<file path="src/rtl/axi_rd_arbiter.sv">
// axi_rd_arbiter
// Round-robin scheduler sharing one AXI read master (AR + R channels) among
// NREQ fetch units. One requester is granted at a time: its burst is issued
// on AR, then the returning R beats are steered back to it alone.
//
// Ports
//   clk, rst                   clock, synchronous active-low reset
//   req_valid/addr/len         per-requester burst requests (flattened buses)
//   req_ready                  one-cycle pulse when requester's AR is accepted
//   resp_valid/data/last       R beats returned to the granted requester
//   resp_ready                 per-requester beat acceptance
//   ar*_m                      AXI AR channel towards memory
//   r*_m, rready_m             AXI R channel from memory
//   err                        sticky protocol/response error flag
module axi_rd_arbiter #(
    parameter int NREQ   = 3,
    parameter int ADDR_W = 64,
    parameter int DATA_W = 512,
    parameter int ID_W   = 16
) (
    input  logic                   clk,
    input  logic                   rst,
    input  logic [NREQ-1:0]        req_valid,
    input  logic [NREQ*ADDR_W-1:0] req_addr,
    input  logic [NREQ*8-1:0]      req_len,
    output logic [NREQ-1:0]        req_ready,
    output logic [NREQ-1:0]        resp_valid,
    output logic [DATA_W-1:0]      resp_data,
    output logic                   resp_last,
    input  logic [NREQ-1:0]        resp_ready,
    output logic [ID_W-1:0]        arid_m,
    output logic [ADDR_W-1:0]      araddr_m,
    output logic [7:0]             arlen_m,
    output logic [2:0]             arsize_m,
    output logic                   arvalid_m,
    input  logic                   arready_m,
    input  logic [ID_W-1:0]        rid_m,
    input  logic [DATA_W-1:0]      rdata_m,
    input  logic [1:0]             rresp_m,
    input  logic                   rlast_m,
    input  logic                   rvalid_m,
    output logic                   rready_m,
    output logic                   err
);

    localparam int PTR_W = $clog2(NREQ);

    typedef enum logic [1:0] {S_IDLE, S_AR, S_R} state_t;

    state_t             state_q, state_d;
    logic [PTR_W-1:0]   ptr_q, ptr_d;
    logic [PTR_W-1:0]   g_q, g_d;
    logic [ADDR_W-1:0]  addr_q, addr_d;
    logic [7:0]         len_q, len_d;
    logic [7:0]         cnt_q, cnt_d;
    logic               err_q, err_d;
    logic [PTR_W:0]     pick;
    logic [ID_W-1:0]    g_id;
    logic               beat;

    // Returns {found, index} of the first asserted request scanning p, p+1, ...
    // with wrap at NREQ. Scanning downward lets the lowest offset win.
    function automatic logic [PTR_W:0] rr_pick(input logic [NREQ-1:0] v,
                                               input logic [PTR_W-1:0] p);
        logic [PTR_W:0] res;
        int             idx;
        res = '0;
        for (int k = NREQ - 1; k >= 0; k--) begin
            idx = int'(p) + k;
            if (idx >= NREQ) idx = idx - NREQ;
            if (v[idx]) res = {1'b1, idx[PTR_W-1:0]};
        end
        return res;
    endfunction

    // Beat counter saturates at zero so an overrunning slave cannot wrap it.
    function automatic logic [7:0] sat_dec(input logic [7:0] c);
        return (c == 8'd0) ? 8'd0 : c - 8'd1;
    endfunction

    assign g_id      = ID_W'(g_q);
    assign beat      = rvalid_m && rready_m;
    assign resp_data = rdata_m;
    assign err       = err_q;

    // AR fields are forced to zero outside the address phase so they read as
    // reset values whenever no address is being offered.
    assign arvalid_m = (state_q == S_AR);
    assign araddr_m  = arvalid_m ? addr_q : '0;
    assign arlen_m   = arvalid_m ? len_q : 8'd0;
    assign arsize_m  = arvalid_m ? 3'b110 : 3'b000;
    assign arid_m    = arvalid_m ? g_id : '0;
    assign resp_last = (state_q == S_R) ? rlast_m : 1'b0;

    always_comb begin
        state_d    = state_q;
        ptr_d      = ptr_q;
        g_d        = g_q;
        addr_d     = addr_q;
        len_d      = len_q;
        cnt_d      = cnt_q;
        err_d      = err_q;
        req_ready  = '0;
        resp_valid = '0;
        rready_m   = 1'b0;
        pick       = rr_pick(req_valid, ptr_q);

        case (state_q)
            S_IDLE: begin
                if (pick[PTR_W]) begin
                    g_d     = pick[PTR_W-1:0];
                    addr_d  = req_addr[pick[PTR_W-1:0]*ADDR_W +: ADDR_W];
                    len_d   = req_len[pick[PTR_W-1:0]*8 +: 8];
                    state_d = S_AR;
                end
            end
            S_AR: begin
                if (arready_m) begin
                    req_ready[g_q] = 1'b1;
                    cnt_d          = len_q;
                    state_d        = S_R;
                end
            end
            S_R: begin
                rready_m        = resp_ready[g_q];
                resp_valid[g_q] = rvalid_m;
                if (beat) begin
                    // Last beat is expected exactly when the counter is zero.
                    if ((rresp_m != 2'b00) || (rid_m != g_id) ||
                        (rlast_m != (cnt_q == 8'd0)))
                        err_d = 1'b1;
                    cnt_d = sat_dec(cnt_q);
                    if (rlast_m) begin
                        ptr_d   = (g_q == PTR_W'(NREQ - 1)) ? '0 : g_q + 1'b1;
                        state_d = S_IDLE;
                    end
                end
            end
            default: state_d = S_IDLE;
        endcase
    end

    // Stage boundary: control state (reset) and latched burst fields (no reset).
    always_ff @(posedge clk) begin
        if (!rst) begin
            state_q <= S_IDLE;
            ptr_q   <= '0;
            err_q   <= 1'b0;
        end else begin
            state_q <= state_d;
            ptr_q   <= ptr_d;
            err_q   <= err_d;
        end
    end

    always_ff @(posedge clk) begin
        g_q    <= g_d;
        addr_q <= addr_d;
        len_q  <= len_d;
        cnt_q  <= cnt_d;
    end

endmodule

</file>
<file path="config.mk">
export PLATFORM = sky130hd
export DESIGN_NAME = axi_rd_arbiter
export DESIGN_NICKNAME = d
export VERILOG_FILES = /design/src/rtl/axi_rd_arbiter.sv
export SDC_FILE = /design/constraint.sdc
export NUM_CORES = 1
export LEC_CHECK = 0
export BUFFER_PORTS_ARGS = -buffer_cell sky130_fd_sc_hd__clkbuf_2
export CORE_AREA = 2 2 541 543
export DETAILED_ROUTE_END_ITERATION = 10
export DIE_AREA = 0 0 543 545
export GPL_ROUTABILITY_DRIVEN = 0
export PLACE_DENSITY_LB_ADDON = 0.12
export SLEW_MARGIN = 0
export SYNTH_ARGS = -nofsm -noshare
export SYNTH_HDL_FRONTEND = slang
export SYNTH_SLANG_ARGS = --single-unit
</file>
<file path="constraint.sdc">
create_clock -name clk -period 9.1 [get_ports clk]
set_input_delay 0.91 -clock clk [delete_from_list [all_inputs] [get_ports clk]]
set_output_delay 0.91 -clock clk [all_outputs]
set_load 0.005 [all_outputs]
</file>
==> results.tsv, run 1 <==
stage	metric	value	unit
status	status	completed	
critical_path	reg2reg setup slack	5.45	ns
yosys	largest cells by area after synthesis	buf_4 (41%), edfxtp_1 (25%), o211ai_1 (5.5%)	
grt	vias in the first global route	7662	
pwr	Worst VDD drop	0.0892	mV
floorplanning	die span in y	545	um
critical_path	Slowest-stage cell, CP	buf_4	
cts	cts hold-fix bufs	0	
cts	CTS tree	yes	
timing	Setup TNS Final	0	ns
critical_path	cell mode on critical path	buf_4	
yosys	mapped cell area	0.00979	mm2
drt	Wirelength per Cell	33.0	um
critical_path	Setup crit start	state_q[0]	
pwr	leakage power	3.54	nW
yosys	sequential fraction of the synthesis area	0.262	
yosys	ys flop type	edfxtp_1	
floorplanning	Die ar.	0.296	mm2
timing	final setup violation count	0	
critical_path	crit start category	register	
worst_hold_path	hold endpoint	ptr_q[0]	
yosys	number of synthesized flops with an enable pin	82	
yosys	Yosys top cell area share	0.407	
timing	Layout Skew	0.0256	ns
worst_hold_path	min-delay worst type	reg2reg	
final_layout	antenna cell count	0	
cts	CTS Buffer Depth	2	
drt	number of remaining DRC errors	0	
critical_path	critical path class	reg2out	
grt	grt ovf	0	
critical_path	CP max stage delay	0.66	ns
critical_path	cells on worst reg2reg path	9	
pwr	total power draw	1.37	mW
cts	CTS Buf Count	9	
yosys	mean cell area of the mapped netlist	8.37	um2
yosys	post-synthesis register bit count	87	
yosys	post-synth top area cell	buf_4	
worst_hold_path	Min-Delay Startpoint	ptr_q[0]	
cts	Clock Sinks	87	
drt	via/cell ratio	1.56	
yosys	Mapped Cells	1169	
floorplanning	Boundary Pins	1370	
flow_run	Max Cap Viol	0	
drt	initial DRC count	448	
placed_design	DPL Wire Length	147	mm
pwr	PwrDens	110	mW/mm2
placed_design	IO buf count	330	
floorplanning	die width	543	um
timing	f_max	267	MHz
critical_path	Critical R2R Capture	addr_q[14]	
grt	total track usage	0.104	
timing	RSZ-0062 raised after global routing	false	
grt	first-pass GRT wire length	178	mm
final_layout	fill count	34521	
cts	Clock Root Buffer	clkbuf_16	
grt	largest net degree at the start of global routing	63	
drt	First-pass DRT Iterations	4	
timing	max-slew violations	0	
floorplanning	Site Rows	198	
worst_hold_path	hold depth	2	
timing	Final min period	3.75	ns
yosys	Syn. warnings	0	
critical_path	WP data arrival	2.84	ns
floorplanning	CORE AREA	0.290	mm2
cts	post_cts resized	0	
timing	worst slew pin tran	0.986	ns
critical_path	CP Capture Type	output port	
cts	Setup Fix Bufs, Post-CTS	0	
cts	Reg clk slew, reported paths	0.07	ns
drt	total number of vias	7556	
yosys	Synth cell types	52	
cts	H-tree lvl count	3	
grt	initial antenna violation count	6	
critical_path	Crit Path Max Fanout	51	
final_layout	fin nets	1703	
timing	final hold slack	0.514	ns
floorplanning	starting density of the core	0.0337	
timing	Final period util	0.412	
critical_path	crit-path cells	nor2b_4 > buf_4 > buf_4 > nand2_1 > nor3_1 > clkbuf_2	
yosys	share of flip-flops with an asynchronous set or reset	0	
cts	Worst-Skew Late Latency	0.42	ns
timing	Slew headroom	0.338	
drt	WL final	160	mm
final_layout	share of cells above drive strength 1	0.395	
drt	ANT nets after route	0	
critical_path	CP required	8.19	ns
timing	Fin. Hold Viols	0	
critical_path	RR Startpoint	ptr_q[1]	
final_layout	Layout area overhead	27.7	%
==> state kept, by name, indices dropped and copies added, names as in the netlist <==
name	cells
addr_q	64
cnt_q	8
err	1
g_q	2
len_q	8
ptr_q	2
state_q	2
==> cell type report <==
cell class,count,area (um2),share of cell area
clock buffers,9,225,0.0180
clock inverters,6,92.6,0.00741
inverters,10,38.8,0.00310
multi-input cells,490,2950,0.236
flip-flops and latches,87,2560,0.205
well taps,3900,4880,0.391
repair buffers,343,1750,0.140
==> stage by stage <==
stage / setup slack, ns / cells / area, um2 / util
floorplan: 2.15 / 1183 / 9840 / -
global placement: 5.22 / 4830 / 12200 / 0.0420
detailed placement: 5.22 / 4830 / 12200 / 0.0420
CTS: 5.09 / 4845 / 12500 / 0.0431
global route: 4.94 / 4845 / 12500 / 0.0431
finish: 5.35 / 4845 / 12500 / 0.0431
==> worst max-delay path by stage <==
stage                    to
2_1_floorplan     addr_q[0]
4_1_cts        req_ready[0]
5_1_grt        req_ready[0]
3_5_place_dp     addr_q[14]
6_report       req_ready[0]
3_3_place_gp     addr_q[21]
==> where the power goes <==
| group | internal, mW | switching, mW |
|---|---|---|
| Sequential | 0.509 | 0.0264 |
| Clock | 0.243 | 0.249 |
| Combinational | 0.123 | 0.219 |
| Total | 0.876 | 0.495 |
==> cells in the final DEF, fill, tap and decap left out, drive strengths merged, types with 7 or more instances in the layout <==
cell    instances
a21oi           9
and2           74
buf            13
clkbuf        339
conb           15
edfxtp         82
inv            11
nand2          89
nand3          73
nand4          72
nor2           13
nor2b           7
nor3            7
o211ai         73
o31ai           7
==> cells by family (layout without fill, tap and decap cells) <==
group | after synthesis | after routing | share of synthesized area
AOI/OAI and AO/OA | 107 | 107 | 0.0818
xor gates and xnor gates | 7 | 7 | 0.00626
adders and majority gates | 5 | 5 | 0.00639
buffers and inverters | 606 | 368 | 0.448
DFF | 87 | 87 | 0.262
muxes | 3 | 3 | 0.00320
other | 1 | 15 | 0.000383
and+or+nand+nor | 353 | 353 | 0.193
==> worst max-delay path: cells and delay by family, from the launching register on <==
kind | cells | cell delay (ns)
and+or+nand+nor | 3 | 0.77
buffers and inverters | 3 | 1.18
DFF | 1 | 0.44
==> cell usage after synthesis (5+ instances only) <==
library cell and instances:
nand3_1 73, nor2b_1 7, buf_6 9, ha_1 5, nor4_1 5, inv_1 9
clkbuf_1 19, nor2_1 13, nor3_1 6, edfxtp_1 82, dfxtp_1 5, and2_1 73
o21ai_0 5, buf_2 36, a21oi_1 8, xnor2_1 5, buf_4 531, nand4_1 72
o31ai_1 6, nand2_1 88, o211ai_1 72
==> layer usage <==
metal / wire, um / vias up / global-route usage
li1: - / 2978 / -
met1: 28300 / 3410 / 0.0525
met2: 74400 / 1036 / 0.169
met3: 53300 / 122 / 0.163
met4: 3660 / 10 / 0.0244
met5: 373 / - / 0.00812
No activity file was read; power rests on OpenSTA's default activity.
==> run 2: changes to the inputs <==
==> constraint.sdc (replaced) <==
create_clock -name clk -period 3.86 [get_ports clk]
set_input_delay 0.386 -clock clk [delete_from_list [all_inputs] [get_ports clk]]
set_output_delay 0.386 -clock clk [all_outputs]
set_load 0.005 [all_outputs]
==> run 2 against run 1 <==
Effect of this change: clock-buffer cell count is 1 higher; critical path type is now reg2reg; sequential power rose by 140%; core utilization about the same; highest routed layer unchanged; combinational power up 140%; first-iteration DRC count is 7.6% lower; sequential cell count stayed put; worst hold slack worse by 0.28 ns; largest cell class unchanged.
==> results.tsv, run 2 (synthesis results as in run 1) <==
stage	metric	value	unit	change
final_layout	multi-input logic area	0.00295	mm2	+0.21%
cts	Clock Root Buffer	clkbuf_16		
timing	f_max	350	MHz	
drt	WL final	159	mm	-0.43%
final_layout	largest registers	addr_q (64), cnt_q (8), len_q (8)		
critical_path	crit start category	register		
floorplanning	Site Rows	198		unchanged
timing	RSZ-0062 raised after global routing	false		
final_layout	Top reg by flops	addr_q		
grt	initial antenna violation count	7		+1
cts	CTS Buffer Depth	2		unchanged
cts	Reg clk slew, reported paths	0.09	ns	+0.02 ns
timing	worst slew pin tran	0.834	ns	-0.152 ns
timing	Fin. Hold Viols	0		unchanged
grt	vias in the first global route	7945		+3.7%
drt	number of remaining DRC errors	0		unchanged
final_layout	fin nets	1711		+0.47%
placed_design	DPL Wire Length	146	mm	-0.17%
critical_path	Crit Path Max Fanout	21		-59%
worst_hold_path	min-delay worst type	in2reg		
grt	grt ovf	0		unchanged
critical_path	critical path class	reg2reg		
critical_path	CP required	4.15	ns	-4.04 ns
floorplanning	Boundary Pins	1370		unchanged
floorplanning	Die ar.	0.296	mm2	unchanged
timing	final setup violation count	0		unchanged
pwr	PwrDens	251	mW/mm2	+130%
timing	Setup TNS Final	0	ns	unchanged
drt	Wirelength per Cell	32.8	um	-0.67%
drt	via/cell ratio	1.59		+1.6%
cts	CTS tree	yes		
cts	Worst-Skew Late Latency	0.43	ns	about the same
cts	cts hold-fix bufs	0		unchanged
cts	Clock Sinks	87		unchanged
cts	H-tree lvl count	3		unchanged
grt	largest net degree at the start of global routing	93		+48%
status	status	completed		
timing	max-slew violations	0		unchanged
grt	first-pass GRT wire length	177	mm	-0.58%
drt	ANT nets after route	0		unchanged
floorplanning	starting density of the core	0.0337		unchanged
critical_path	CP Capture Type	register		
placed_design	IO buf count	330		unchanged
pwr	Worst VDD drop	0.179	mV	+100%
placed_design	Place WS	1.04	ns	-4.17 ns
final_layout	sequential cell area	0.00256	mm2	unchanged
pwr	leakage power	3.60	nW	+1.7%
final_layout	Layout area overhead	29.1	%	
floorplanning	die width	543	um	unchanged
timing	Slew headroom	0.444		+0.106
final_layout	most frequent cells in the layout	clkbuf_2 (330), nand2_1 (88), edfxtp_1 (82)		
timing	Final period util	0.740		
timing	PnR worst setup slack	1.00	ns	-4.35 ns
final_layout	max reg flops	64		unchanged
timing	Final min period	2.86	ns	
drt	initial DRC count	414		-7.6%
cts	post_cts resized	0		unchanged
final_layout	share of cells above drive strength 1	0.400		+0.00571
final_layout	fill count	34524		+0.0087%
critical_path	WP data arrival	3.14	ns	+0.30 ns
flow_run	Max Cap Viol	0		unchanged
floorplanning	die span in y	545	um	unchanged
final_layout	leading cell type in the layout, fill and taps excluded	clkbuf_2		
grt	total track usage	0.103		-0.000706
cts	CTS Buf Count	9		unchanged
drt	total number of vias	7699		+1.9%
drt	First-pass DRT Iterations	4		unchanged
cts	Setup Fix Bufs, Post-CTS	0		unchanged
timing	Layout Skew	0.0297	ns	+0.00413 ns
floorplanning	CORE AREA	0.290	mm2	unchanged
-- run 2: cell count changes in the layout (fill, tap and decap cells not counted), sizes merged --
| cell | delta |
|---|---|
| buf | +8 |
| clkbuf | +1 |
| bufinv | -1 |
| clkinv | -1 |
| diode | +3 |
| clkinvlp | +2 |
-- run 2: power by group --
group	internal, mW	switching (mW)	leakage, nW
logic	0.312	0.513	2.61
registers	1.20	0.0608	0.852
clock network	0.509	0.576	0.140
-- run 2: worst paths after layout --
path	start	end	slack (ns)	cells after the start
setup / recovery	ptr_q[1]	addr_q[24]	1.00	9
hold / removal	arready_m	state_q[0]	0.23	2
setup reg to reg	ptr_q[1]	addr_q[24]	1.00	9
hold reg to reg	ptr_q[0]	ptr_q[0]	0.53	2
-- run 2: final cells by class --
type,count,area share
inverters,10,0.00307
well taps,3900,0.386
diodes,3,0.000594
clock buffers,10,0.0181
multi-input cells,490,0.234
repair buffers,351,0.150
clock inverters,6,0.00535
flip-flops and latches,87,0.203
-- run 2: stage by stage --
stage	instance area, um2	power, mW	utilization	hold WS [ns]	std cells
2_1_floorplan	9850	2.06	-	0.470	1183
3_3_place_gp	12300	2.17	0.0425	0.533	4838
3_5_place_dp	12300	2.16	0.0425	0.517	4838
4_1_cts	12600	3.34	0.0435	0.167	4854
5_1_grt	12600	3.39	0.0435	0.213	4855
6_report	12600	3.17	0.0436	0.233	4857
-- run 2: worst max-delay path, stage by stage, from the launching register on --
cell and delay, ns:
dfxtp_1 0.33, inv_1 0.10, ha_1 0.57, nor2b_1 0.18
o31ai_4 0.37, o211a_4 0.39, buf_12 0.23, buf_4 0.24
o211ai_1 0.11, nand3_1 0.12
-- run 2: metal layers --
metal | part of all wire | vias up | GRT usage | wire [um]
li1 | - | 2994 | - | -
met1 | 0.17 | 3444 | 0.0499 | 27200
met2 | 0.47 | 1128 | 0.168 | 74200
met3 | 0.34 | 127 | 0.166 | 54400
met4 | 0.020 | 6 | 0.0224 | 3200
met5 | 0.0019 | - | 0.00844 | 298
